===== src/rtl/hex_display_scheduler_pkg.sv =====
// Shared types and helpers for the hex display scheduler.
package hex_display_scheduler_pkg;

    localparam int unsigned DISP_DATA_W = 32;
    // Widest source vector any instance may use.
    localparam int unsigned MAX_SRC = 8;

    typedef enum logic {
        S_IDLE,
        S_HOLD
    } disp_state_t;

    // One-hot vector with bit idx set; all zero when idx is outside 0..n-1.
    function automatic logic [MAX_SRC-1:0] onehot(input int unsigned idx, input int unsigned n);
        logic [MAX_SRC-1:0] r;
        r = '0;
        if (idx < n && idx < MAX_SRC) begin
            r = MAX_SRC'(1) << idx;
        end
        return r;
    endfunction

endpackage


===== src/rtl/hex_display_scheduler_if.sv =====
// Request/acknowledge bundle between the result sources and the display scheduler.
interface hex_display_scheduler_if
    import hex_display_scheduler_pkg::*;
#(
    parameter int unsigned NUM_SRC = 4
) ();

    logic [NUM_SRC-1:0]             req;
    logic [DISP_DATA_W*NUM_SRC-1:0] req_data;
    logic [NUM_SRC-1:0]             ack;

    // Source side drives requests and data, sees the grant pulse.
    modport master (
        output req,
        output req_data,
        input  ack
    );

    // Scheduler side.
    modport slave (
        input  req,
        input  req_data,
        output ack
    );

endinterface


===== src/rtl/hex_display_scheduler_rr_arbiter.sv =====
// Combinational round-robin arbiter: picks the first set bit of elig at or after ptr,
// wrapping N-1 -> 0. The pointer register lives with the user of the arbiter.
module hex_display_scheduler_rr_arbiter #(
    parameter int unsigned N = 4,
    localparam int unsigned IDX_W = $clog2(N)
) (
    input  logic [N-1:0]     elig,
    input  logic [IDX_W-1:0] ptr,
    output logic             gnt_vld,
    output logic [IDX_W-1:0] gnt_idx
);

    logic [N-1:0] rot;

    // Rotate so that the pointer position lands on bit 0.
    always_comb begin
        rot = N'({elig, elig} >> ptr);
    end

    // Lowest set bit of the rotated vector wins; map it back to a source index.
    always_comb begin
        int unsigned sum;
        gnt_vld = 1'b0;
        gnt_idx = '0;
        sum     = 0;
        for (int unsigned i = 0; i < N; i++) begin
            if (!gnt_vld && rot[i[IDX_W-1:0]]) begin
                gnt_vld = 1'b1;
                sum     = 32'(ptr) + i;
                if (sum >= N) begin
                    sum = sum - N;
                end
                gnt_idx = IDX_W'(sum);
            end
        end
    end

endmodule


===== src/rtl/hex_display_scheduler.sv =====
// Shares the 8-digit hex display between several 32-bit result sources. Each granted
// value is held on disp_value for HOLD_CYCLES cycles; switches can pin one source.
module hex_display_scheduler
    import hex_display_scheduler_pkg::*;
#(
    parameter int unsigned NUM_SRC     = 4,
    parameter int unsigned HOLD_CYCLES = 50_000_000,
    localparam int unsigned SRC_W      = $clog2(NUM_SRC),
    localparam int unsigned CNT_W      = $clog2(HOLD_CYCLES + 1)
) (
    input  logic                     clk,
    input  logic                     rst_n,
    // Interface NUM_SRC must match this module's NUM_SRC.
    hex_display_scheduler_if.slave   src,
    input  logic                     pin_en,
    input  logic [SRC_W-1:0]         pin_src,
    input  logic                     flush,
    output logic [DISP_DATA_W-1:0]   disp_value,
    output logic [SRC_W-1:0]         disp_src,
    output logic                     disp_valid,
    output logic                     busy
);

    disp_state_t            state_q;
    logic [SRC_W-1:0]       ptr_q;
    logic [CNT_W-1:0]       cnt_q;
    logic [NUM_SRC-1:0]     ack_q;

    logic [NUM_SRC-1:0]     pin_mask;
    logic [NUM_SRC-1:0]     elig;
    logic                   gnt_vld;
    logic [SRC_W-1:0]       gnt_idx;
    logic [DISP_DATA_W-1:0] gnt_data;

    // Eligible set: only the pinned source when pinned (none if the index is out of range).
    always_comb begin
        pin_mask = NUM_SRC'(onehot(32'(pin_src), NUM_SRC));
        elig     = pin_en ? (src.req & pin_mask) : src.req;
    end

    hex_display_scheduler_rr_arbiter #(
        .N (NUM_SRC)
    ) u_arb (
        .elig    (elig),
        .ptr     (ptr_q),
        .gnt_vld (gnt_vld),
        .gnt_idx (gnt_idx)
    );

    // Select the winning source's data word.
    always_comb begin
        gnt_data = '0;
        for (int unsigned i = 0; i < NUM_SRC; i++) begin
            if (32'(gnt_idx) == i) begin
                gnt_data = src.req_data[i*DISP_DATA_W +: DISP_DATA_W];
            end
        end
    end

    // Grant/dwell state machine with all outputs registered; flush beats everything.
    always_ff @(posedge clk or negedge rst_n) begin
        if (!rst_n) begin
            state_q    <= S_IDLE;
            ptr_q      <= '0;
            cnt_q      <= '0;
            ack_q      <= '0;
            disp_value <= '0;
            disp_src   <= '0;
            disp_valid <= 1'b0;
            busy       <= 1'b0;
        end else if (flush) begin
            // disp_src is left alone; disp_valid=0 marks it stale.
            state_q    <= S_IDLE;
            ptr_q      <= '0;
            cnt_q      <= '0;
            ack_q      <= '0;
            disp_value <= '0;
            disp_valid <= 1'b0;
            busy       <= 1'b0;
        end else begin
            case (state_q)
                S_IDLE: begin
                    ack_q <= '0;
                    if (gnt_vld) begin
                        ack_q      <= NUM_SRC'(onehot(32'(gnt_idx), NUM_SRC));
                        disp_value <= gnt_data;
                        disp_src   <= gnt_idx;
                        disp_valid <= 1'b1;
                        // Move past the winner so a still-requesting source goes last.
                        ptr_q      <= (32'(gnt_idx) == NUM_SRC - 1) ? '0 : gnt_idx + 1'b1;
                        cnt_q      <= CNT_W'(HOLD_CYCLES - 1);
                        busy       <= 1'b1;
                        state_q    <= S_HOLD;
                    end
                end
                S_HOLD: begin
                    ack_q <= '0;
                    if (cnt_q != '0) begin
                        cnt_q <= cnt_q - 1'b1;
                    end else begin
                        busy    <= 1'b0;
                        state_q <= S_IDLE;
                    end
                end
            endcase
        end
    end

    assign src.ack = ack_q;

endmodule


===== src/flat_wrapper.sv =====
// flat-port wrapper written by rule: the top's interface ports become plain ports
module hex_display_scheduler_flat import hex_display_scheduler_pkg::*;
#(
    parameter int unsigned NUM_SRC     = 4,
    parameter int unsigned HOLD_CYCLES = 50_000_000,
    localparam int unsigned SRC_W      = $clog2(NUM_SRC),
    localparam int unsigned CNT_W      = $clog2(HOLD_CYCLES + 1)
)
  (clk, rst_n, pin_en, pin_src, flush, disp_value, disp_src, disp_valid, busy, src_req, src_req_data, src_ack);
  hex_display_scheduler_if #(.NUM_SRC(NUM_SRC)) src_i ();
  input  logic clk;
  input  logic rst_n;
  input  logic pin_en;
  input  logic [SRC_W-1:0] pin_src;
  input  logic flush;
  output logic [DISP_DATA_W-1:0] disp_value;
  output logic [SRC_W-1:0] disp_src;
  output logic disp_valid;
  output logic busy;
  input wire logic [$bits(src_i.req)-1:0] src_req;
  input wire logic [$bits(src_i.req_data)-1:0] src_req_data;
  output wire logic [$bits(src_i.ack)-1:0] src_ack;
  assign src_i.req = src_req;
  assign src_i.req_data = src_req_data;
  assign src_ack = src_i.ack;
  hex_display_scheduler #(.NUM_SRC(NUM_SRC), .HOLD_CYCLES(HOLD_CYCLES)) u_core (.clk(clk), .rst_n(rst_n), .src(src_i), .pin_en(pin_en), .pin_src(pin_src), .flush(flush), .disp_value(disp_value), .disp_src(disp_src), .disp_valid(disp_valid), .busy(busy));
endmodule

===== config.mk =====
export PLATFORM = sky130hd
export DESIGN_NAME = hex_display_scheduler_flat
export DESIGN_NICKNAME = d
export VERILOG_FILES = /design/src/rtl/hex_display_scheduler_pkg.sv /design/src/rtl/hex_display_scheduler_if.sv /design/src/rtl/hex_display_scheduler_rr_arbiter.sv /design/src/rtl/hex_display_scheduler.sv /design/src/flat_wrapper.sv
export SDC_FILE = /design/constraint.sdc
export NUM_CORES = 1
export LEC_CHECK = 0
export ABC_CLOCK_PERIOD_IN_PS = 4000
export CORE_ASPECT_RATIO = 0.5
export CORE_UTILIZATION = 40
export DETAILED_ROUTE_END_ITERATION = 10
export PLACE_DENSITY = 0.76
export SYNTH_ARGS = -nofsm -noshare
export SYNTH_HDL_FRONTEND = slang
export SYNTH_SLANG_ARGS = --single-unit
export TNS_END_PERCENT = 30

===== constraint.sdc =====
create_clock -name clk -period 4 [get_ports clk]
set_input_delay 1.2 -clock clk [delete_from_list [all_inputs] [get_ports clk]]
set_output_delay 1.2 -clock clk [all_outputs]
set_load 0.05 [all_outputs]

## Yosys cells after proc, flatten, opt, wreduce, memory -nomap -nowiden

Cells that the tools add are included.

| storage, ports and cells | value |
|---|---|
| register bits after elaboration | 69 |
| output and inout bits | 40 |
| logic and storage cells | 88 |

| cells by class | value |
|---|---|
| multiplexer cells | 41 |
| equal/unequal tests | 7 |
| $lt $le $gt $ge | 4 |
| bitwise logic cells | 3 |
| add/sub/neg operators | 9 |
| shift-type cells | 3 |
| reductions and logical operators | 13 |

Operators with widths:

| kind | number |
|---|---|
| $mux W32 | 7 |
| $mux W26 | 3 |
| $pmux W26 S2 | 1 |
| $reduce_bool A26 Y1 | 1 |
| $sub A26 B1 Y26 const B | 1 |
| $mux W2 | 12 |
| $mux W1 | 12 |
| $mux W4 | 3 |
| $ge A3 B3 Y1 const B | 3 |
| $pmux W4 S2 | 1 |
| $shl A1 B2 Y4 const A | 2 |
| $shr A8 B2 Y4 | 1 |
| $sub A2 B1 Y2 const B | 4 |
| $add A2 B2 Y3 const B | 2 |
| $ne A3 B3 Y1 const B | 2 |
| $reduce_and A2 Y1 | 3 |
| $and A4 B4 Y4 | 1 |
| $eq A2 B2 Y1 const B | 2 |
| $pmux W1 S2 | 2 |
| $add A2 B1 Y3 const B | 1 |
| $ge A2 B3 Y1 const B | 1 |
| $logic_and A1 B1 Y1 | 3 |
| $logic_not A1 Y1 | 3 |
| $ne A3 B2 Y1 const B | 1 |
| 7 further kinds | 8 |

## Logic depth before layout (Yosys ltp)

Gate-level depths: netlist (run 1).

| depth | value |
|---|---|
| depth in word-level cells | 22 |
| mapped depth | 16 |

## Modules after synthesis

Synthesis (run 1) repeated with hierarchy kept, for this count alone.

| unflattened totals | value |
|---|---|
| cell total of the unflattened synthesis | 488 |
| area total of the unflattened synthesis | 4232.8 sq um |

Modules (own cells, without submodules):

| module | cells each | area each (sq um) | instances | sequential area each (sq um) |
|---|---|---|---|---|
| hex_display_scheduler | 476 | 4159.0 | 1 | 1726.7 |
| hex_display_scheduler_rr_arbiter | 12 | 73.8 | 1 | 0.0 |

## Least setup slack after synthesis (run 1)

OpenSTA, ideal clock, no wires.

| timing path | value |
|---|---|
| path type | in2reg |
| from | input port pin_src[1] |
| to | register u_core.disp_value[4] |
| path buffers | 2 |
| required time | 3.879 ns |
| setup slack | 0.177 ns |
| stages | 14 |
| arrival time | 3.702 ns |
| library setup time | 0.121 ns |
| cell sequence | or2_2 -> o221a_2 -> a21oi_1 -> o21ai_0 -> a211oi_1 -> ha_1 -> clkbuf_1 -> nor2b_1 -> clkbuf_1 -> a22oi_1 -> nor2_1 -> a21oi_1 -> o21ai_0 -> a22o_1 |

| between the ends | value |
|---|---|
| word-level cells in the longest chain between the ends | 22 |
| elaborated cells on any way between the ends | 31 |
| classes of those cells | eq/ne: 3; shift: 2; mux: 16; bitwise: 1; reduce/logical: 9 |

Ends and longest elaborated chain:

| what | RTL line | text |
|---|---|---|
| start: declaration | flat_wrapper.sv:14 | `input logic [SRC_W-1:0] pin_src;` |
| $shl A1 B2 Y4 (*) | hex_display_scheduler_pkg.sv:18 | `r = MAX_SRC'(1) << idx;` |
| $and A4 B4 Y4 (*) | hex_display_scheduler.sv:38 | `elig = pin_en ? (src.req & pin_mask) : src.req;` |
| $mux W4 (*) | hex_display_scheduler.sv:38 |  |
| $shr A8 B2 Y4 (*) | hex_display_scheduler_rr_arbiter.sv:17 | `rot = N'({elig, elig} >> ptr);` |
| $mux W1 | hex_display_scheduler_rr_arbiter.sv:27 | `if (!gnt_vld && rot[i[IDX_W-1:0]]) begin` |
| $logic_not A1 Y1 | hex_display_scheduler_rr_arbiter.sv:27 |  |
| $logic_and A1 B1 Y1 | hex_display_scheduler_rr_arbiter.sv:27 |  |
| $mux W1 | hex_display_scheduler_rr_arbiter.sv:27 |  |
| [5 not listed] | - |  |
| $mux W2 (*) | hex_display_scheduler_rr_arbiter.sv:27 |  |
| net u_core.gnt_idx[0] | hex_display_scheduler.sv:32 | `logic [SRC_W-1:0] gnt_idx;` |
| $logic_not A2 Y1 | hex_display_scheduler.sv:54 | `if (32'(gnt_idx) == i) begin` |
| $mux W32 (3 in a row) | hex_display_scheduler.sv:54 |  |
| $mux W32 (*) | hex_display_scheduler.sv:54 |  |
| $mux W32 (*) | hex_display_scheduler.sv:84 | `if (gnt_vld) begin` |
| $mux W32 (*) | hex_display_scheduler.sv:81 | `case (state_q)` |
| $mux W32 (*) | hex_display_scheduler.sv:71 | `end else if (flush) begin` |
| end signal: assignment | hex_display_scheduler.sv:86 | `disp_value <= gnt_data;` |
| end: declaration | hex_display_scheduler.sv:18 | `output logic [DISP_DATA_W-1:0] disp_value,` |

The timed path passes the listed nets; every way through them passes the cells marked *. The select of a mux whose other input is x is not followed.
A chain may end at the register's enable or synchronous reset.

## Final worst setup path (run 1)

| timing path | value |
|---|---|
| from | input port pin_src[1] |
| to | register u_core.disp_value[2] |

Same word-level chain as after synthesis.

==> results of run 1 <==
==> worst min-delay path, cell delays in order, from the launching register on <==
cell	delay, ns
dfrtp_1	0.34
nand2_1	0.05
o21ai_0	0.07
==> synth_stat cells (4+ instances only) <==
library cell  instances
o21ai_1               6
inv_1                10
xor2_1                5
and3_1                6
a31oi_1               7
nand4b_1              5
o311ai_0              4
dfrtp_1              69
buf_6                 8
a21oi_1              44
ha_1                  5
clkbuf_1             21
nand2_1              55
a22oi_1              33
a22o_1               33
nand3_1               6
a211oi_1              8
o21ai_0              46
nor3_1               13
nor2_1               48
nor2b_1               4
==> worst max path at each step <==
| stage | slack (ns) | cells past startpoint | end | startpoint |
|---|---|---|---|---|
| after floorplan | 0.18 | 14 | u_core.disp_value[4] | pin_src[1] |
| after global placement | -0.23 | 14 | u_core.disp_value[4] | pin_src[1] |
| after detailed placement | -0.28 | 14 | u_core.disp_value[4] | pin_src[1] |
| after CTS | 0.06 | 14 | u_core.disp_value[4] | pin_src[1] |
| after global routing | 0.004 | 15 | u_core.disp_value[3] | pin_src[1] |
| final | 0.22 | 15 | u_core.disp_value[2] | pin_src[1] |
==> through the flow <==
stage          hold slack [ns]  util (%)
6_report                 0.490      64.7
5_1_grt                  0.511      64.7
4_1_cts                  0.484      64.5
3_5_place_dp             0.472      61.6
3_3_place_gp             0.464      61.6
2_1_floorplan            0.457         -
==> sequential cells by signal, indices dropped and copies added, names as in the netlist <==
signal / count
u_core.disp_valid: 1
u_core.ptr_q: 2
u_core.disp_value: 32
u_core.busy: 1
u_core.src.ack: 4
u_core.state_q: 1
u_core.cnt_q: 26
u_core.disp_src: 2
==> power groups by stage <==
stage | combinational, mW | clock, mW | sequential (mW)
3_3_place_gp | 1.60 | 0 | 0.946
5_1_grt | 1.79 | 0.849 | 0.962
3_5_place_dp | 1.63 | 0 | 0.947
6_report | 1.65 | 0.804 | 0.943
2_1_floorplan | 0.733 | 0 | 1.21
4_1_cts | 1.64 | 0.819 | 0.941
==> area by class of cell <==
cell class              count  area (um^2)
multi-input cells         389         2420
flip-flops and latches     69         1730
inverters                  12         45.0
well taps                 140          175
clock inverters             6         62.6
fillers                   865         3690
clock buffers              10          239
repair buffers            208         2090
==> cells in the final DEF, fill, tap and decap left out, drive strengths merged, types with 3 or more instances in the layout <==
cell type / n
inv: 10
nor2: 48
or3: 3
clkdlybuf4s50: 176
buf: 32
nand3: 7
nor2b: 5
nand4b: 5
nand2b: 3
nor4: 3
clkinvlp: 3
o221ai: 3
a22oi: 33
a21oi: 45
o21ai: 53
clkinv: 4
and3: 6
or4: 3
o311ai: 4
a22o: 33
a211oi: 8
xor2: 5
dfrtp: 69
clkbuf: 10
nand4: 3
ha: 5
nand2: 57
o31ai: 3
nor3: 15
a31oi: 7
==> layer usage <==
layer	vias to the layer above	part of all wire [%]
li1	2265	-
met5	-	0
met1	2280	44
met4	0	1.7
met2	151	49
met3	22	5.2
==> repair_timing <==
action                                  CTS  global route
resized for setup                         0             5
endpoints found under the setup margin    0            31
hold endpoints to repair                  0             0
==> kinds of logic (layout without fill, tap and decap cells) <==
| family | Yosys count | in the layout |
|---|---|---|
| buffers and inverters | 50 | 236 |
| xor gates and xnor gates | 6 | 6 |
| DFF | 69 | 69 |
| and+or+nand+nor | 171 | 171 |
| adders and majority gates | 5 | 5 |
| AOI/OAI and AO/OA | 203 | 203 |
| muxes | 4 | 4 |
==> key figures, run 1 <==
Power
  • Power consumption: 3.39 mW
  • Reg power frac: around 28%
  • Peak supply drop: 0.228 mV
  • Psw: between 1 and 1.5 mW
  • Power Internal: between 2 and 2.5 mW
  • Logic gate share of total power: between 40 and 50%
  • Leak: between 2 and 3 nW
  • Clock share of power: a little under a quarter
  • Sw Ratio: between 40% and 50%
  • Pwr dens: 502 nW/um^2

Floorplan
  • Die Y: ~76 um
  • Cell Rows: 26
  • Core area: ~10000 um^2
  • Die Width: about 150 um
  • I/O pin total: roughly 180
  • Initial Util: around 42%
  • Die Footprint: 11500 um^2

Routing
  • TritonRoute pass-1 iters: 4
  • Via density: approximately 5.7
  • Final ANT Viol Nets: 0
  • Initial DRC count: 284
  • Wire length per cell: 17.1 um
  • Vias: roughly 4700
  • Drc violations: 0
  • DRT Wirelength: 14200 um

Cells and area
  • Fin area: between 6000 and 7000 um^2
  • Layout cells sized above 1: approximately 10%
  • Non-Filler Instances: between 800 and 900
  • Synth-to-layout area growth: 53.3%
  • Nets: between 800 and 900
  • Number of antenna diodes: 0

Setup path
  • Worst-path fanout max: 18
  • Worst setup EP type: flop
  • CP max-delay cell: clkdlybuf4s50_1
  • Worst reg2reg path endpoint: u_core.disp_value[2]
  • Critical path's top delay family: compound AO/OA/AOI/OAI gates
  • Worst path arrival time: approximately 4 ns
  • R2R Setup Slk: around 0.99 ns
  • R2R depth: 14
  • Max incr delay on CP: a little over 0.4 ns
  • Crit start category: input port
  • WP buf/inv: 3
  • R2R Path Start: u_core.ptr_q[0]
  • Crit path cell chain: clkdlybuf4s50_1 > or2_2 > o221a_2 > a21oi_1 > o21ai_0 > a211oi_2 > inv_1 > ha_1 > nor2b_4 > buf_12 > a22oi_1 > nor2_1 > a21oi_1 > o21ai_0 > a22o_1
  • Critical path type: input port to flop
  • Worst endpoint required time: ~4.2 ns

Synth
  • Mapped Nets: 651
  • Top_reg_cell synth: dfrtp_1
  • Post-synth EDFFs: 0
  • Top cell type by total area after synthesis: dfrtp_1
  • Sequential fraction of the synthesis area: about 39%
  • Avg Synthesized Cell Area: ~8.7 um^2
  • Mapped Cells: slightly above 500
  • Adder-cell share of the synthesized area: under 10%
  • Xor/xnor share of the synthesized area: 1.19%
  • FF+latch count, synth: 69
  • Top cells by area, synth: dfrtp_1, a22o_1, a22oi_1
  • Mux contribution to synthesized area: less than 1%
  • Yosys cell types: 70
  • Simple-gate share of the synthesized area: between 20 and 25%
  • Top cell type's share of synthesized area: around 39%
  • Async SR Flop Fraction: 100%
  • Synth Area in Compound Gates: around 30%
  • Largest family of logic cells by synthesized area: compound AO/OA/AOI/OAI gates
  • Post-Syn Area: around 4400 um^2
  • Synthesis Warnings: 0

Placed design
  • Post-Place Worst Slack: -0.280 ns
  • GPL Wtd Cong: around 0.9
  • Detailed Place HPWL: roughly 10000 um
  • Placed instance count: roughly 820
  • Buffers on Ports: between 150 and 200
  • Placed inst area: 6430 um^2

CTS
  • Post-CTS setup buffer count: 0
  • CTS sink count: 69
  • Worst-path clk slew: approximately 0.06 ns
  • Worst-Skew Late Latency: 0.34 ns
  • CTS H-tree depth: 3
  • CTS tree: done
  • CTS Buf Count: 9
  • Clock tree buffer depth: 2
  • Hold_buf cts: 0
  • Root buf cell: clkbuf_16

Global routing
  • Global routing usage on met1: between 30% and 40%
  • First-pass GRT wire length: ~24000 um
  • Initial antenna violation count: 0
  • Grt met3 use: roughly 6.1%
  • Global route total overflow: 0
  • Global Route Usage Sum: 26.2%
  • Number of global-route vias before repair: about 4600
  • GRT busiest layer: met2
  • Met2 Use GR: approximately 44%
  • Largest net degree at the start of global routing: 40

Timing
  • Skew final: 0.00816 ns
  • Max Slew Vio Count: 0
  • Worst-Margin Slew: a little under 0.9 ns
  • Ratio of final minimum period to clock period: approximately 94%
  • Final min period: 3.78 ns
  • Setup violators final: 0
  • Fmax: roughly 0.26 GHz
  • Fin worst setup slack: between 0.2 and 0.25 ns
  • RSZ-0062 raised after global routing: no
  • Slew Limit Headroom: ~41%
  • Final hold viol count: 0
  • Setup TNS: 0 ns

Outcome
  • Status: finished, final reports clean

Job
  • Max cap viols: 0

Hold path
  • Hold path start: u_core.disp_value[30]
  • Hold Path Depth: 2
  • Min-Delay Path Class: flop to flop
  • Worst Hold Path EP: u_core.disp_value[30]
(Power assumes the default switching activity.)
==> run 2: changes to the inputs <==
--- a/config.mk
+++ b/config.mk
@@ -7,9 +7,9 @@
 export LEC_CHECK = 0
 export ABC_CLOCK_PERIOD_IN_PS = 4000
 export CORE_ASPECT_RATIO = 0.5
-export CORE_UTILIZATION = 40
+export CORE_UTILIZATION = 30
 export DETAILED_ROUTE_END_ITERATION = 10
-export PLACE_DENSITY = 0.76
+export PLACE_DENSITY = 0.6
 export SYNTH_ARGS = -nofsm -noshare
 export SYNTH_HDL_FRONTEND = slang
 export SYNTH_SLANG_ARGS = --single-unit
==> key figures, run 2 (synthesis results as in run 1) <==
Outcome
  • Status: finished, final reports clean

Power
  • Peak supply drop: ~0.29 mV
  • Clock share of power: a little under a quarter
  • Psw: around 1.3 mW
  • Leak: between 2 and 3 nW
  • Reg power frac: between 20% and 30%
  • Sw Ratio: between 40% and 50%
  • Power Internal: 2.00 mW
  • Logic gate share of total power: about half
  • Pwr dens: about 500 nW/um^2

Job
  • Max cap viols: 0

Routing
  • TritonRoute pass-1 iters: 7
  • Vias: 4606
  • Via density: approximately 5.2
  • Final ANT Viol Nets: 0
  • Wire length per cell: 16.7 um
  • DRT Wirelength: between 10000 and 15000 um
  • Initial DRC count: between 150 and 200
  • Drc violations: 0

Timing
  • Setup TNS: 0 ns
  • Slew Limit Headroom: between 50% and 60%
  • Max Slew Vio Count: 0
  • Fmax: approximately 0.26 GHz
  • Worst-Margin Slew: between 0.6 and 0.7 ns
  • Final min period: 3.83 ns
  • Final hold viol count: 0
  • Fin worst setup slack: approximately 0.17 ns
  • Setup violators final: 0
  • Skew final: ~0.0094 ns
  • Worst hold slack: roughly 0.49 ns
  • Ratio of final minimum period to clock period: a little over nine tenths

Cells and area
  • Non-Filler Instances: 890
  • Register area: between 1500 and 2000 um^2
  • Commonest non-fill, non-tap cell in the layout: clkdlybuf4s50_1
  • Most frequent cells in the layout: clkdlybuf4s50_1, dfrtp_1, nand2_1
  • Layout cells sized above 1: between 10% and 20%
  • Largest Register: u_core.disp_value
  • Nets: ~840
  • Fill count: ~1300
  • Number of antenna diodes: 0
  • Largest register FFs: 32
  • Multi-input gate area: 2420 um^2
  • Synth-to-layout area growth: 54.9%

Floorplan
  • Cell Rows: 30
  • Die Y: slightly below 90 um
  • Core area: about 14000 um^2
  • I/O pin total: 178
  • Die Width: between 150 and 200 um
  • Initial Util: 31.6%
  • Die Footprint: 15200 um^2

Placed design
  • Buffers on Ports: about 180
  • GPL Wtd Cong: between 0.8 and 0.9
  • Placed instance count: 875
  • Detailed Place HPWL: 10900 um
  • Post-Place Worst Slack: -0.257 ns

Global routing
  • Global Route Usage Sum: between 15 and 20%
  • First-pass GRT wire length: approximately 23000 um
  • Initial antenna violation count: 0
  • Number of global-route vias before repair: approximately 4500
  • Global routing usage on met1: 24.8%
  • Met2 Use GR: between 30% and 40%
  • Global route total overflow: 0
  • Grt met3 use: 5.03%
  • Largest net degree at the start of global routing: between 40 and 50
  • GRT busiest layer: met2

CTS
  • Post-CTS setup buffer count: 0
  • Worst-Skew Late Latency: between 0.3 and 0.4 ns
  • Root buf cell: clkbuf_16
  • CTS tree: done
  • Post-CTS Resized: 0
  • CTS Buf Count: 9
  • CTS sink count: 69
  • Clock tree buffer depth: 2
  • Hold_buf cts: 0
  • Worst-path clk slew: roughly 0.06 ns
  • CTS H-tree depth: 3

Setup path
  • Worst path arrival time: 4.11 ns
  • Worst-path fanout max: 19
  • Crit start category: input port
  • Critical path type: input port to flop
  • Worst endpoint required time: about 4.3 ns
  • Worst setup EP type: flop

Hold path
  • Min-Delay Path Class: flop to flop
==> run 2: cell types whose count changed in the layout (fill, tap and decap cells not counted), sizes merged <==
| cell | delta |
|---|---|
| buf | +5 |
| clkinvlp | -2 |
| clkinv | +1 |
==> run 2: cell type report <==
type / instances / area share [%]
clock buffers: 10 / 3.36
clock inverters: 5 / 0.770
inverters: 12 / 0.660
multi-input cells: 389 / 35.4
flip-flops and latches: 69 / 25.3
well taps: 192 / 3.52
repair buffers: 213 / 30.9
==> run 2: worst paths after layout <==
| check | from | slack (ns) | depth (start not counted) | to |
|---|---|---|---|---|
| setup / recovery | pin_src[1] | 0.17 | 14 | u_core.disp_value[10] |
| hold / removal | u_core.cnt_q[10] | 0.49 | 1 | u_core.cnt_q[10] |
| setup reg to reg | u_core.ptr_q[0] | 0.96 | 13 | u_core.disp_value[10] |
| max in group asynchronous | rst_n | 2.69 | 2 | u_core.disp_value[5] |
| hold reg to reg | u_core.cnt_q[10] | 0.49 | 1 | u_core.cnt_q[10] |
| min in group asynchronous | rst_n | 0.90 | 2 | u_core.disp_value[0] |
==> run 2: per-layer routing <==
metal  up-vias  wire, um
li1       2275         -
met1      2189      6770
met2       119      7050
met3        23       779
met4         0       279
met5         -         0
==> run 2: through the flow <==
stage | util (%) | power (mW) | instance area [um^2]
3_3_place_gp | 46.8 | 2.56 | 6520
2_1_floorplan | - | 1.94 | 4410
3_5_place_dp | 46.8 | 2.57 | 6520
4_1_cts | 48.9 | 3.36 | 6800
6_report | 49.0 | 3.35 | 6820
5_1_grt | 49.0 | 3.55 | 6820
==> run 2: power by group through the flow <==
stage | combinational, mW | clock, mW | sequential, mW
final | 1.64 | 0.778 | 0.932
after detailed placement | 1.63 | 0 | 0.939
after global placement | 1.62 | 0 | 0.940
after floorplan | 0.733 | 0 | 1.21
after CTS | 1.63 | 0.795 | 0.931
after global routing | 1.78 | 0.824 | 0.950
==> run 2: worst max-delay path, stage by stage <==
cell and delay (ns):
clkdlybuf4s50_1 0.41, or2_2 0.31, o221a_2 0.31, nor2b_2 0.14, nor2_1 0.05, o221ai_1 0.37, ha_1 0.25, nor2b_2 0.27
buf_12 0.19, a22oi_1 0.07, nor2_1 0.16, a21oi_1 0.05, o21ai_0 0.16, a22o_1 0.14
==> run 3: changes to the inputs <==
--- a/config.mk
+++ b/config.mk
@@ -7,9 +7,11 @@
 export LEC_CHECK = 0
 export ABC_CLOCK_PERIOD_IN_PS = 4000
 export CORE_ASPECT_RATIO = 0.5
+export CORE_MARGIN = 10
 export CORE_UTILIZATION = 30
 export DETAILED_ROUTE_END_ITERATION = 10
-export PLACE_DENSITY = 0.6
+export HOLD_SLACK_MARGIN = 0.06
+export PLACE_DENSITY = 0.63
 export SYNTH_ARGS = -nofsm -noshare
 export SYNTH_HDL_FRONTEND = slang
 export SYNTH_SLANG_ARGS = --single-unit
==> key figures, run 3 (synthesis results as in run 1) <==
Routing
  • DRT Wirelength: around 16000 um
  • Met2 WL: around 8000 um
  • TritonRoute pass-1 iters: 4
  • Top Layer Used: met4
  • Initial DRC count: 270
  • Metal3 WL: about 870 um
  • Final ANT Viol Nets: 0
  • M1 wire length: approximately 6800 um
  • Drc violations: 0
  • Vias: roughly 4600
  • Wire length per cell: approximately 18 um
  • Via density: between 5 and 6

Global routing
  • First-pass GRT wire length: 25400 um
  • Global route total overflow: 0
  • Initial antenna violation count: 0
  • Number of global-route vias before repair: between 4000 and 5000
  • Global Route Usage Sum: 15.5%
  • Largest net degree at the start of global routing: 70

Timing
  • Setup TNS: 0 ns
  • Fin worst setup slack: ~0.15 ns
  • Worst hold slack: around 0.50 ns
  • Skew final: 0.00598 ns
  • Final min period: about 3.8 ns
  • Final hold viol count: 0
  • Slew Limit Headroom: approximately 46%
  • Setup violators final: 0
  • Max Slew Vio Count: 0
  • Worst-Margin Slew: approximately 0.81 ns
  • Fmax: around 0.26 GHz
  • Ratio of final minimum period to clock period: 96.2%

Setup path
  • Max incr delay on CP: between 0.4 and 0.5 ns
  • Worst setup EP type: flop
  • Critical path type: input port to flop
  • Crit start category: input port
  • Crit path cell chain: clkdlybuf4s50_1 > or2_2 > o221a_2 > a21oi_1 > o21ai_0 > a211oi_1 > buf_4 > inv_1 > ha_1 > nor2b_2 > buf_12 > a22oi_1 > nor2_1 > a21oi_1 > o21ai_0 > a22o_1
  • Worst path arrival time: between 4 and 5 ns
  • Worst-path fanout max: 14
  • CP max-delay cell: clkdlybuf4s50_1
  • WP buf/inv: 4
  • Critical path's top delay family: compound AO/OA/AOI/OAI gates
  • Worst endpoint required time: between 4 and 5 ns

Cells and area
  • Largest Register: u_core.disp_value
  • Fill count: about 1400
  • Non-Filler Instances: 895
  • Largest register FFs: 32
  • Most frequent cells in the layout: clkdlybuf4s50_1, dfrtp_1, nand2_1
  • Synth-to-layout area growth: 55.0%
  • Commonest non-fill, non-tap cell in the layout: clkdlybuf4s50_1
  • Layout Utilization: a little under half
  • Nets: 836
  • Layout cells sized above 1: 11.3%
  • Number of antenna diodes: 0
  • Fin area: 6830 um^2

Power
  • Power consumption: ~3.3 mW
  • Pwr dens: approximately 490 nW/um^2
  • Peak supply drop: 0.217 mV
  • Leak: about 2.8 nW

Hold path
  • Min-Delay Path Class: flop to flop

Floorplan
  • Die Y: approximately 110 um
  • Core area: 14400 um^2
  • Die Width: around 190 um
  • Initial Util: about 30%
  • I/O pin total: about 180
  • Cell Rows: 31
  • Die Footprint: approximately 20000 um^2

Job
  • Max cap viols: 0

CTS
  • Worst-path clk slew: around 0.050 ns
  • Root buf cell: clkbuf_16
  • Hold_buf cts: 0
  • CTS tree: done
  • Worst-Skew Late Latency: roughly 0.33 ns
  • CTS H-tree depth: 3
  • CTS Buf Count: 9
  • Clock tree buffer depth: 2
  • CTS sink count: between 60 and 70

Outcome
  • Status: finished, final reports clean

Placed design
  • Placed instance count: slightly below 900
  • GPL Wtd Cong: ~0.84
  • Buffers on Ports: 177
  • Post-Place Worst Slack: -0.236 ns
  • Placed inst area: between 6000 and 7000 um^2
  • Detailed Place HPWL: between 10000 and 15000 um
-- run 3: per-layer routing --
metal	up-vias	track usage [%]
li1	2275	-
met1	2165	18.0
met2	99	26.6
met3	16	5.13
met4	0	4.55
met5	-	0
-- run 3: layout make-up --
| class | count | area (um^2) | area share [%] |
|---|---|---|---|
| clock buffers | 14 | 274 | 4.01 |
| clock inverters | 1 | 5.00 | 0.0733 |
| inverters | 12 | 45.0 | 0.659 |
| multi-input cells | 389 | 2450 | 35.9 |
| flip-flops and latches | 69 | 1730 | 25.3 |
| well taps | 198 | 248 | 3.63 |
| repair buffers | 212 | 2080 | 30.5 |
-- run 3: path summary, 6_finish.rpt --
path,start,endpoint,slack [ns],depth (start not counted)
max,pin_src[1],u_core.disp_value[16],0.15,16
min,u_core.cnt_q[7],u_core.cnt_q[7],0.50,2
max reg2reg,u_core.ptr_q[0],u_core.disp_value[16],0.93,15
min reg2reg,u_core.cnt_q[7],u_core.cnt_q[7],0.50,2
max in group asynchronous,rst_n,u_core.disp_value[21],2.79,2
min in group asynchronous,rst_n,u_core.cnt_q[6],0.88,2
-- run 3: worst register-to-register path: cells and delay by family (launching register included) --
family	cells	cell delay, ns
compound gates	8	1.36
fa+ha+maj	1	0.20
buf+inv	3	0.37
simple gates	3	0.38
flops	1	0.63
-- run 3: where the power goes --
part / leakage [nW] / internal (mW) / switching, mW / total [mW]
clock: 0.139 / 0.467 / 0.296 / 0.763
combinational: 1.73 / 0.702 / 0.932 / 1.63
sequential: 0.912 / 0.821 / 0.121 / 0.943
total: 2.78 / 1.99 / 1.35 / 3.34
-- run 3: timing repair --
item | 4_1_cts | 5_1_grt
buffers inserted | 0 | 1
resized for setup | 0 | 14
endpoints found under the setup margin | 0 | 25
